===== config.mk =====
export PLATFORM = sky130hd
export DESIGN_NAME = unidad_logico_aritmetica_secuencial
export DESIGN_NICKNAME = d
export VERILOG_FILES = /design/src/rtl/unidad_logico_aritmetica_secuencial.sv
export SDC_FILE = /design/constraint.sdc
export NUM_CORES = 1
export LEC_CHECK = 0
export ABC_AREA = 1
export BUFFER_PORTS_ARGS = -buffer_cell sky130_fd_sc_hd__buf_2
export CORE_MARGIN = 5
export CORE_UTILIZATION = 29
export CTS_BUF_LIST = sky130_fd_sc_hd__clkbuf_16
export CTS_CLUSTER_DIAMETER = 80
export DETAILED_ROUTE_END_ITERATION = 12
export REMOVE_ABC_BUFFERS = 1
export SYNTH_ARGS = -nofsm -noshare
export SYNTH_HDL_FRONTEND = slang
export SYNTH_SLANG_ARGS = --single-unit

===== constraint.sdc =====
create_clock -name clk -period 2.7 [get_ports clk]
set_input_delay 0.135 -clock clk [delete_from_list [all_inputs] [get_ports clk]]
set_output_delay 0.135 -clock clk [all_outputs]
set_load 0.05 [all_outputs]

===== src/rtl/unidad_logico_aritmetica_secuencial.sv =====
// ---------------------------------------------------------------------------
// unidad_logico_aritmetica_secuencial
//
// Multi-cycle ALU with a valid/ready request handshake on the input side and
// a valid/ready result handshake on the output side. The block accepts one
// operation at a time. It captures the operands and then does one of three
// things:
//   - evaluates the operation in a single EXEC cycle (logic, add, sub,
//     zero-length shifts, reserved opcodes);
//   - walks a shift one bit per cycle in SHIFT;
//   - runs a WIDTH-step unsigned shift-add multiply in MUL, when that is
//     compiled in.
// Each operation ends in DONE, where the result and flags are held until the
// consumer takes them.
//
// Optional feature: define ALU_MULT_EN to compile in the multiplier (opcode
// 1110). Without it, 1110 behaves as a reserved opcode and no multiplier
// datapath is built.
//
// Parameters:
//   WIDTH        operand/result width (4..64)
//   SHAMT_W      shift-amount width
// Ports:
//   clk          clock, rising edge
//   rst_n        asynchronous active-low reset
//   in_valid     request present           in_ready   block can accept (IDLE)
//   numero1      operand A                 numero2    operand B
//   shamt        shift amount              ALUControl 4-bit opcode
//   out_valid    result/flags valid        out_ready  consumer takes result
//   resultado    result
//   flagNegativo / flagCero / flagOverflow / flagCarry   N, Z, V, C flags
//   busy         high whenever not IDLE
// ---------------------------------------------------------------------------
module unidad_logico_aritmetica_secuencial #(
  parameter int WIDTH   = 32,
  parameter int SHAMT_W = $clog2(WIDTH)
) (
  input  logic               clk,
  input  logic               rst_n,
  input  logic               in_valid,
  output logic               in_ready,
  input  logic [WIDTH-1:0]   numero1,
  input  logic [WIDTH-1:0]   numero2,
  input  logic [SHAMT_W-1:0] shamt,
  input  logic [3:0]         ALUControl,
  output logic               out_valid,
  input  logic               out_ready,
  output logic [WIDTH-1:0]   resultado,
  output logic               flagNegativo,
  output logic               flagCero,
  output logic               flagOverflow,
  output logic               flagCarry,
  output logic               busy
);

  // The counter must reach WIDTH for the multiplier, which SHAMT_W cannot hold.
  localparam int CNT_W = $clog2(WIDTH + 1);

  localparam logic [2:0] S_IDLE  = 3'd0;
  localparam logic [2:0] S_EXEC  = 3'd1;
  localparam logic [2:0] S_SHIFT = 3'd2;
  localparam logic [2:0] S_MUL   = 3'd3;
  localparam logic [2:0] S_DONE  = 3'd4;

  localparam logic [3:0] OP_AND   = 4'b0000;
  localparam logic [3:0] OP_OR    = 4'b0001;
  localparam logic [3:0] OP_XOR   = 4'b0010;
  localparam logic [3:0] OP_NOT   = 4'b0011;
  localparam logic [3:0] OP_LSR_A = 4'b0100;
  localparam logic [3:0] OP_LSL_A = 4'b0101;
  localparam logic [3:0] OP_LSR_B = 4'b0110;
  localparam logic [3:0] OP_LSL_B = 4'b0111;
  localparam logic [3:0] OP_ADD   = 4'b1000;
  localparam logic [3:0] OP_SUB   = 4'b1001;
  localparam logic [3:0] OP_ASR_A = 4'b1010;
  localparam logic [3:0] OP_ASL_A = 4'b1011;
  localparam logic [3:0] OP_ASR_B = 4'b1100;
  localparam logic [3:0] OP_ASL_B = 4'b1101;
  localparam logic [3:0] OP_MUL   = 4'b1110;
  localparam logic [3:0] OP_RSV   = 4'b1111;

  function automatic logic is_shift(input logic [3:0] op);
    case (op)
      OP_LSR_A, OP_LSL_A, OP_LSR_B, OP_LSL_B,
      OP_ASR_A, OP_ASL_A, OP_ASR_B, OP_ASL_B: return 1'b1;
      default:                                return 1'b0;
    endcase
  endfunction

  function automatic logic uses_b(input logic [3:0] op);
    return (op == OP_LSR_B) || (op == OP_LSL_B) || (op == OP_ASR_B) || (op == OP_ASL_B);
  endfunction

  function automatic logic is_left(input logic [3:0] op);
    return (op == OP_LSL_A) || (op == OP_LSL_B) || (op == OP_ASL_A) || (op == OP_ASL_B);
  endfunction

  function automatic logic is_asr(input logic [3:0] op);
    return (op == OP_ASR_A) || (op == OP_ASR_B);
  endfunction

  function automatic logic is_asl(input logic [3:0] op);
    return (op == OP_ASL_A) || (op == OP_ASL_B);
  endfunction

  logic [2:0]       state_q, state_d;
  logic [WIDTH-1:0] a_q, a_d;
  logic [WIDTH-1:0] b_q, b_d;
  logic [3:0]       op_q, op_d;
  logic [CNT_W-1:0] cnt_q, cnt_d;
  logic             shv_q, shv_d;
  logic [WIDTH-1:0] result_q, result_d;
  logic             n_q, n_d;
  logic             z_q, z_d;
  logic             c_q, c_d;
  logic             v_q, v_d;

  logic [WIDTH:0]   add_full;
  logic [WIDTH:0]   sub_full;
  logic [WIDTH-1:0] exec_res;
  logic             exec_c;
  logic             exec_v;

  logic [WIDTH-1:0] step_res;
  logic             step_c;
  logic             step_chg;

`ifdef ALU_MULT_EN
  logic [2*WIDTH-1:0] prod_q, prod_d;
  logic [WIDTH:0]     mul_sum;
  logic [2*WIDTH-1:0] prod_step;

  // Right-shifting shift-add multiplier. The low half starts as the
  // multiplier, and its LSB decides whether A is added into the high half.
  always_comb begin
    mul_sum   = {1'b0, prod_q[2*WIDTH-1:WIDTH]} + (prod_q[0] ? {1'b0, a_q} : {(WIDTH+1){1'b0}});
    prod_step = {mul_sum, prod_q[WIDTH-1:1]};
  end
`endif

  // Single-cycle evaluation. For shift opcodes this is reached only with a
  // zero shift amount, so the operand passes through unchanged with C=V=0.
  always_comb begin
    exec_res = '0;
    exec_c   = 1'b0;
    exec_v   = 1'b0;
    add_full = {1'b0, a_q} + {1'b0, b_q};
    sub_full = {1'b0, a_q} - {1'b0, b_q};
    case (op_q)
      OP_AND: exec_res = a_q & b_q;
      OP_OR:  exec_res = a_q | b_q;
      OP_XOR: exec_res = a_q ^ b_q;
      OP_NOT: exec_res = ~a_q;
      OP_ADD: begin
        exec_res = add_full[WIDTH-1:0];
        exec_c   = add_full[WIDTH];
        exec_v   = (a_q[WIDTH-1] == b_q[WIDTH-1]) && (add_full[WIDTH-1] != a_q[WIDTH-1]);
      end
      OP_SUB: begin
        // The carry is the inverted borrow, so it is 1 when A >= B unsigned.
        exec_res = sub_full[WIDTH-1:0];
        exec_c   = ~sub_full[WIDTH];
        exec_v   = (a_q[WIDTH-1] != b_q[WIDTH-1]) && (sub_full[WIDTH-1] != a_q[WIDTH-1]);
      end
      OP_LSR_A, OP_LSL_A, OP_LSR_B, OP_LSL_B,
      OP_ASR_A, OP_ASL_A, OP_ASR_B, OP_ASL_B: exec_res = a_q;
      OP_MUL, OP_RSV:                          exec_res = '0;
      default:                                 exec_res = '0;
    endcase
  end

  // One-bit shift step on the working operand held in a_q. step_chg flags an
  // MSB change, which only matters for the ASL overflow.
  always_comb begin
    if (is_left(op_q)) begin
      step_res = {a_q[WIDTH-2:0], 1'b0};
      step_c   = a_q[WIDTH-1];
    end else begin
      step_res = {(is_asr(op_q) ? a_q[WIDTH-1] : 1'b0), a_q[WIDTH-1:1]};
      step_c   = a_q[0];
    end
    step_chg = is_left(op_q) && (step_res[WIDTH-1] != a_q[WIDTH-1]);
  end

  // Next-state and datapath control.
  always_comb begin
    state_d  = state_q;
    a_d      = a_q;
    b_d      = b_q;
    op_d     = op_q;
    cnt_d    = cnt_q;
    shv_d    = shv_q;
    result_d = result_q;
    n_d      = n_q;
    z_d      = z_q;
    c_d      = c_q;
    v_d      = v_q;
`ifdef ALU_MULT_EN
    prod_d   = prod_q;
`endif
    case (state_q)
      S_IDLE: begin
        if (in_valid) begin
          // Shift opcodes that act on B load B into the working register so
          // that the shift datapath never has to choose an operand.
          a_d   = (is_shift(ALUControl) && uses_b(ALUControl)) ? numero2 : numero1;
          b_d   = numero2;
          op_d  = ALUControl;
          cnt_d = CNT_W'(shamt);
          shv_d = 1'b0;
          if (is_shift(ALUControl) && (shamt != '0)) begin
            state_d = S_SHIFT;
          end
`ifdef ALU_MULT_EN
          else if (ALUControl == OP_MUL) begin
            state_d = S_MUL;
            cnt_d   = CNT_W'(WIDTH);
            prod_d  = {{WIDTH{1'b0}}, numero2};
          end
`endif
          else begin
            state_d = S_EXEC;
          end
        end
      end
      S_EXEC: begin
        result_d = exec_res;
        n_d      = exec_res[WIDTH-1];
        z_d      = (exec_res == '0);
        c_d      = exec_c;
        v_d      = exec_v;
        state_d  = S_DONE;
      end
      S_SHIFT: begin
        a_d   = step_res;
        shv_d = shv_q | step_chg;
        cnt_d = cnt_q - CNT_W'(1);
        if (cnt_q == CNT_W'(1)) begin
          result_d = step_res;
          n_d      = step_res[WIDTH-1];
          z_d      = (step_res == '0);
          c_d      = step_c;
          v_d      = is_asl(op_q) ? (shv_q | step_chg) : 1'b0;
          state_d  = S_DONE;
        end
      end
      S_MUL: begin
`ifdef ALU_MULT_EN
        prod_d = prod_step;
        cnt_d  = cnt_q - CNT_W'(1);
        if (cnt_q == CNT_W'(1)) begin
          result_d = prod_step[WIDTH-1:0];
          n_d      = prod_step[WIDTH-1];
          z_d      = (prod_step[WIDTH-1:0] == '0);
          c_d      = |prod_step[2*WIDTH-1:WIDTH];
          v_d      = 1'b0;
          state_d  = S_DONE;
        end
`else
        state_d = S_IDLE;
`endif
      end
      S_DONE: begin
        if (out_ready) begin
          state_d = S_IDLE;
        end
      end
      default: state_d = S_IDLE;
    endcase
  end

  always_ff @(posedge clk or negedge rst_n) begin
    if (!rst_n) begin
      state_q  <= S_IDLE;
      a_q      <= '0;
      b_q      <= '0;
      op_q     <= '0;
      cnt_q    <= '0;
      shv_q    <= 1'b0;
      result_q <= '0;
      n_q      <= 1'b0;
      z_q      <= 1'b0;
      c_q      <= 1'b0;
      v_q      <= 1'b0;
`ifdef ALU_MULT_EN
      prod_q   <= '0;
`endif
    end else begin
      state_q  <= state_d;
      a_q      <= a_d;
      b_q      <= b_d;
      op_q     <= op_d;
      cnt_q    <= cnt_d;
      shv_q    <= shv_d;
      result_q <= result_d;
      n_q      <= n_d;
      z_q      <= z_d;
      c_q      <= c_d;
      v_q      <= v_d;
`ifdef ALU_MULT_EN
      prod_q   <= prod_d;
`endif
    end
  end

  assign in_ready     = (state_q == S_IDLE);
  assign busy         = (state_q != S_IDLE);
  assign out_valid    = (state_q == S_DONE);
  assign resultado    = result_q;
  assign flagNegativo = n_q;
  assign flagCero     = z_q;
  assign flagCarry    = c_q;
  assign flagOverflow = v_q;

endmodule


## Word-level counts from Yosys, hierarchy flattened

Memories as Yosys holds them, arrays and structs flattened.
Index checks and enable logic that the tools add are counted.

| storage, ports and cells | value |
|---|---|
| logic and storage cells | 113 |
| memories | 2 |
| output and inout port bits | 39 |
| input bits | 77 |
| register bits after elaboration | 114 |
| bits in read-only memories | 32 |

| cells by class | value |
|---|---|
| muxes and demuxes | 33 |
| eq/ne operators | 31 |
| reduce and logical (&&, ||, !) cells | 27 |
| bitwise logic cells | 6 |
| add/sub/neg operators | 3 |

Memory list:

| memory | words | width | rd ports | clocked after memory_dff | wr ports | line | source |
|---|---|---|---|---|---|---|---|
| (no name shown) | 16 | 1 | 1 | 0 | 0 | 83 | `case (op)` |
| (no name shown) | 16 | 1 | 1 | 0 | 0 | 83 |  |

Operators with widths:

| cell | count |
|---|---|
| $pmux 32 s8 | 1 |
| $mux 32 | 4 |
| $pmux 32 s2 | 2 |
| $logic_not 32->1 | 2 |
| $eq 4x4->1 const B | 10 |
| $add 32x32->33 | 1 |
| $sub 32x32->33 | 1 |
| $and 32x32->32 | 1 |
| $not 32->32 | 1 |
| $or 32x32->32 | 1 |
| $xor 32x32->32 | 1 |
| $eq 4x3->1 const B | 6 |
| $pmux 1 s2 | 7 |
| $mux 1 | 12 |
| $pmux 3 s4 | 1 |
| $pmux 6 s2 | 1 |
| $mux 3 | 3 |
| $eq 4x2->1 const B | 2 |
| $logic_or 1x1->1 | 8 |
| $reduce_or 8->1 | 1 |
| $eq 6x1->1 const B | 1 |
| $mux 6 | 1 |
| $reduce_and 2->1 | 3 |
| $sub 6x1->6 const B | 1 |
| other kinds (19) | 28 |

## Longest topological paths before layout

| depth | value |
|---|---|
| depth in word-level cells | 11 |
| depth in mapped cells | 22 |
| gate-level depth less buffers | 21 |

## Worst setup path after synthesis

No wires, ideal clock.

| timing path | value |
|---|---|
| path type | register -> register |
| from | register a_q[18] |
| to | register z_q, in the netlist flagCero |
| period minus slack after synthesis | 2.353 ns |
| data required time | 2.627 ns |
| path slack | 0.347 ns |
| buffers on the path | 1 |
| stages on the path, launching flop included | 19 |
| data arrival time | 2.279 ns |
| library setup time | 0.073 ns |
| cells stage by stage | dfrtp_1 inv_1 ha_1 buf_2 nor2_1 inv_1 nor2_1 inv_1 nor2_1 nand3_1 nand3_1 nand2_1 nand3_1 nand4_1 nor2_1 nand2_1 nor2_1 nand3_1 a21oi_2 |

| on the way | value |
|---|---|
| cells in the longest elaborated chain, start to end | 4 |
| elaborated cells between the ends (all ways) | 12 |
| those cells by class | 2 x add/sub; 4 x mux; 4 x bitwise; 2 x reduce/logical |

Ends and longest elaborated chain:

| item | line | source |
|---|---|---|
| from (decl) | 107 | `logic [WIDTH-1:0] a_q, a_d;` |
| from (signal assigned) | 275 | `a_q <= '0;` |
| from (signal assigned) | 290 | `a_q <= a_d;` |
| $sub 32x32->33, or another cell as far along | 148 | `sub_full = {1'b0, a_q} - {1'b0, b_q};` |
| $pmux 32 s8 or $logic_not 32->1 (tied branches) | 149, 241 |  |
| $logic_not 32->1 or $mux 1 (tied branches) | 229, 238 |  |
| $pmux 1 s2 * | 201 | `case (state_q)` |
| to (signal assigned) | 297 | `z_q <= z_d;` |
| to (decl) | 114 | `logic z_q, z_d;` |

Mark *: on every way between the ends. The rest lies on a longest branch, timed or not. The select of a mux whose other input is x is not followed.
A chain may end at the register's enable or synchronous reset.

## Final worst setup path

| timing path | value |
|---|---|
| from | register a_q[8] |
| to | register result_q[26], in the netlist resultado[26] |

| on the way | value |
|---|---|
| cells in the longest elaborated chain, start to end | 3 |
| elaborated cells between the ends (all ways) | 4 |
| those cells by class | 2 x add/sub; 2 x mux |

Ends and longest elaborated chain:

| item | line | source |
|---|---|---|
| $sub 32x32->33 or $add 32x32->33 (tied branches) | 148, 147 |  |
| $pmux 32 s8 * | 149 | `case (op_q)` |
| $pmux 32 s2 * | 201 |  |
| to (signal assigned) | 295 | `result_q <= result_d;` |
| to (decl) | 112 | `logic [WIDTH-1:0] result_q, result_d;` |

Mark *: on every way between the ends. The rest lies on a longest branch, timed or not.

==> results.py <==
metrics = {
    "status": {
        "outcome": "complete, but fails checks",
        "violations": "setup timing",
    },
    "final_layout": {
        "drive_above_1_share_pct": 33.8,
        "stdcell_area_mm2": 0.0195,
        "syn2layout_area_growth_pct": 54.3,
        "fin_util_pct": 45.2,
        "antennaDiodeCount": 0,
        "nNetsFinal": 2814,
        "fillers": 4436,
    },
    "synthesis": {
        "avgSynthCellArea_um2": 6.05,
        "synth-edff-count": 0,
        "ys_warn_count": 0,
        "ys.flop_type": "dfrtp_1",
        "synth.area.top_cells": "dfrtp_1 22%, nand2_1 19%, ha_1 10%",
        "synth.ff_latch_count": 113,
        "synth_top_area_share_pct": 22.4,
        "synthCells": 2084,
        "yosysMostFrequentCell": "nand2_1",
        "syn_area_mm2": 0.0126,
        "ys_seq_area_share_pct": 22.4,
        "async_reset_ff_share_pct": 100,
        "synth_top_area_cell": "dfrtp_1",
        "synth_common_cells": "636 x nand2_1, 331 x inv_1, 201 x nor2_1",
        "yosysUniqueCellTypes": 46,
    },
    "floorplan": {
        "initial_utilization_pct": 29.3,
        "die_y_um": 219,
        "rows": 76,
        "die_area_mm2": 0.0478,
        "die_x_um": 219,
        "io-pin-count": 116,
        "core_mm2": 0.0431,
    },
    "sta": {
        "finalCriticalPeriod_ns": 2.75,
        "setup_viol": 1,
        "drv_slew": 0,
        "slew-limit-headroom_pct": 33.0,
        "rsz0062_at_grt": "true",
        "fmax_ghz": 0.364,
        "fin_crit_sh_pct": 102,
        "hold-worst-slack_ns": 0.0528,
        "worst_slew_pin_slew_ns": 1.00,
        "worst_slack_ns": -0.0489,
        "hold_viol_final": 0,
        "skew_ns": 0.0204,
    },
    "critical_path": {
        "crit_required_ns": 3.03,
        "start_kind": "register",
        "crit_type": "register to register",
        "crit_path_end_kind": "register",
        "worstPathMaxFanout": 3,
        "critPathLaunch": "a_q[8]",
        "timing.rr.start": "a_q[8]",
        "arrival_ns": 3.08,
    },
    "run": {
        "drv_cap": 0,
    },
    "clocking": {
        "cts_tree": "done",
        "cts_buffers": 17,
        "cts-root-buf": "clkbuf_16",
        "insertion_delay_ns": 0.47,
        "path_clk_slew_ns": 0.07,
        "clock_sinks": 113,
        "htreeDepth": 4,
        "cts_buffer_depth": 2,
    },
    "worst_hold_path": {
        "hp-class": "primary input to register",
        "hold_start": "in_valid",
    },
    "global_route": {
        "track_usage_pct": 25.1,
        "grt_pass1_wl_um": 92000,
        "grt-ovfl-total": 0,
        "grt_max_degree": 74,
        "grt_pass1_vias": 15700,
        "antenna_found_initial": 3,
    },
    "route": {
        "ant_nets": 0,
        "drtIter0Drc": 1349,
        "routed_wl_um": 61300,
        "via_count": 16100,
        "post-route-drc-count": 0,
        "wire_per_inst_um": 19.0,
        "via_per_inst": 4.98,
        "drt-pass1-iter-count": 6,
    },
    "placement": {
        "place.gp.congestion": 1.00,
        "post-dp-hpwl_um": 48200,
        "placed_area_mm2": 0.0166,
        "port_buffers": 115,
    },
}
layout make-up:
type / count / area (um^2) / share of cell area (%)
timing repair buffer: 615 / 4660 / 23.9
clock inverter: 15 / 183 / 0.939
clock buffer: 17 / 425 / 2.19
multi-input combinational: 1548 / 9370 / 48.2
tap: 585 / 732 / 3.76
sequential: 113 / 2830 / 14.5
inverter: 335 / 1260 / 6.48
placed cells by master, fill, tap and decap left out, drive strengths merged, types with 2 or more instances in the layout:
cell and instances:
dfrtp 113, nor4 2, inv 338, o21ai 119, o221ai 38, and3 2, buf 542, o22ai 20
a21oi 69, a31oi 33, ha 105, bufinv 3, a211oi 13, nand3b 5, or2 22, mux2i 31
nor3 18, dlygate4sd3 73, o21bai 6, nor2 204, nand3 171, nand2 638, nand4 38, clkinvlp 3
clkbuf 17, o211ai 2, fa 2, xor2 4, clkinv 6
path summary, 6_finish.rpt:
path	endpoint	slack, ns	cells past startpoint
worst max-delay path	resultado[26]	-0.05	16
worst min-delay path	cnt_q[4]	0.05	6
worst max register to register	resultado[26]	-0.05	16
worst min register to register	cnt_q[5]	0.49	1
max in group asynchronous	a_q[11]	1.87	3
min in group asynchronous	resultado[19]	0.19	3
worst max-delay path, cell delays in order, from the launching register on:
cell and delay (ns):
dfrtp_1 0.40, buf_4 0.15, ha_1 0.25, a21oi_1 0.23, nand2_1 0.18, inv_1 0.13
nand3_2 0.11, buf_4 0.17, nand2_1 0.08, nand3_1 0.10, nand3_2 0.09, nand4_1 0.16
buf_4 0.19, buf_4 0.12, buf_4 0.12, nand2_1 0.05, a31oi_1 0.08
routing by layer:
layer | GRT usage, % | part of all wire [%]
met5 | 0 | 0.021
met4 | 7.77 | 2.9
met3 | 3.32 | 5.9
met2 | 40.5 | 45
met1 | 35.1 | 46
flip-flops by register name (all words and copies together) (netlist names):
register      flops
a_q              32
b_q              32
cnt_q             6
flagCarry         1
flagCero          1
flagOverflow      1
op_q              4
resultado        32
shv_q             1
state_q           3
cells by family (layout without fill, tap and decap cells):
group                    Yosys count  after routing  share of synthesized area, %
AND/OR/NAND/NOR                 1101           1101                          36.3
buffers and inverters            423            982                          13.4
AO/OA/AOI/OAI                    305            305                          14.4
flip-flops                       113            113                          22.4
adder cells (fa/ha/maj)          107            107                          10.7
multiplexers                      31             31                          2.46
XOR/XNOR                           4              4                         0.278
per-stage QoR:
stage	setup WS, ns	TNS, ns	instances
CTS	-0.00530	-0.00530	3215
global route	-0.138	-0.538	3228
finish	-0.0489	-0.0489	3228
global placement	-0.381	-1.37	3091
detailed placement	-0.381	-1.43	3091
floorplan	-1.38	-77.11	1996
timing repair:
| action | CTS | global route |
|---|---|---|
| pin swaps | 40 | 84 |
| hold endpoints to repair | 186 | 0 |
| gates resized for setup | 170 | 202 |
| hold buffers | 73 | 0 |
| setup buffers | 19 | 16 |
| setup endpoints to repair | 16 | 19 |
Power is not shown: default switching activity piles up to over one toggle a cycle in this logic, so the estimate is an artifact.
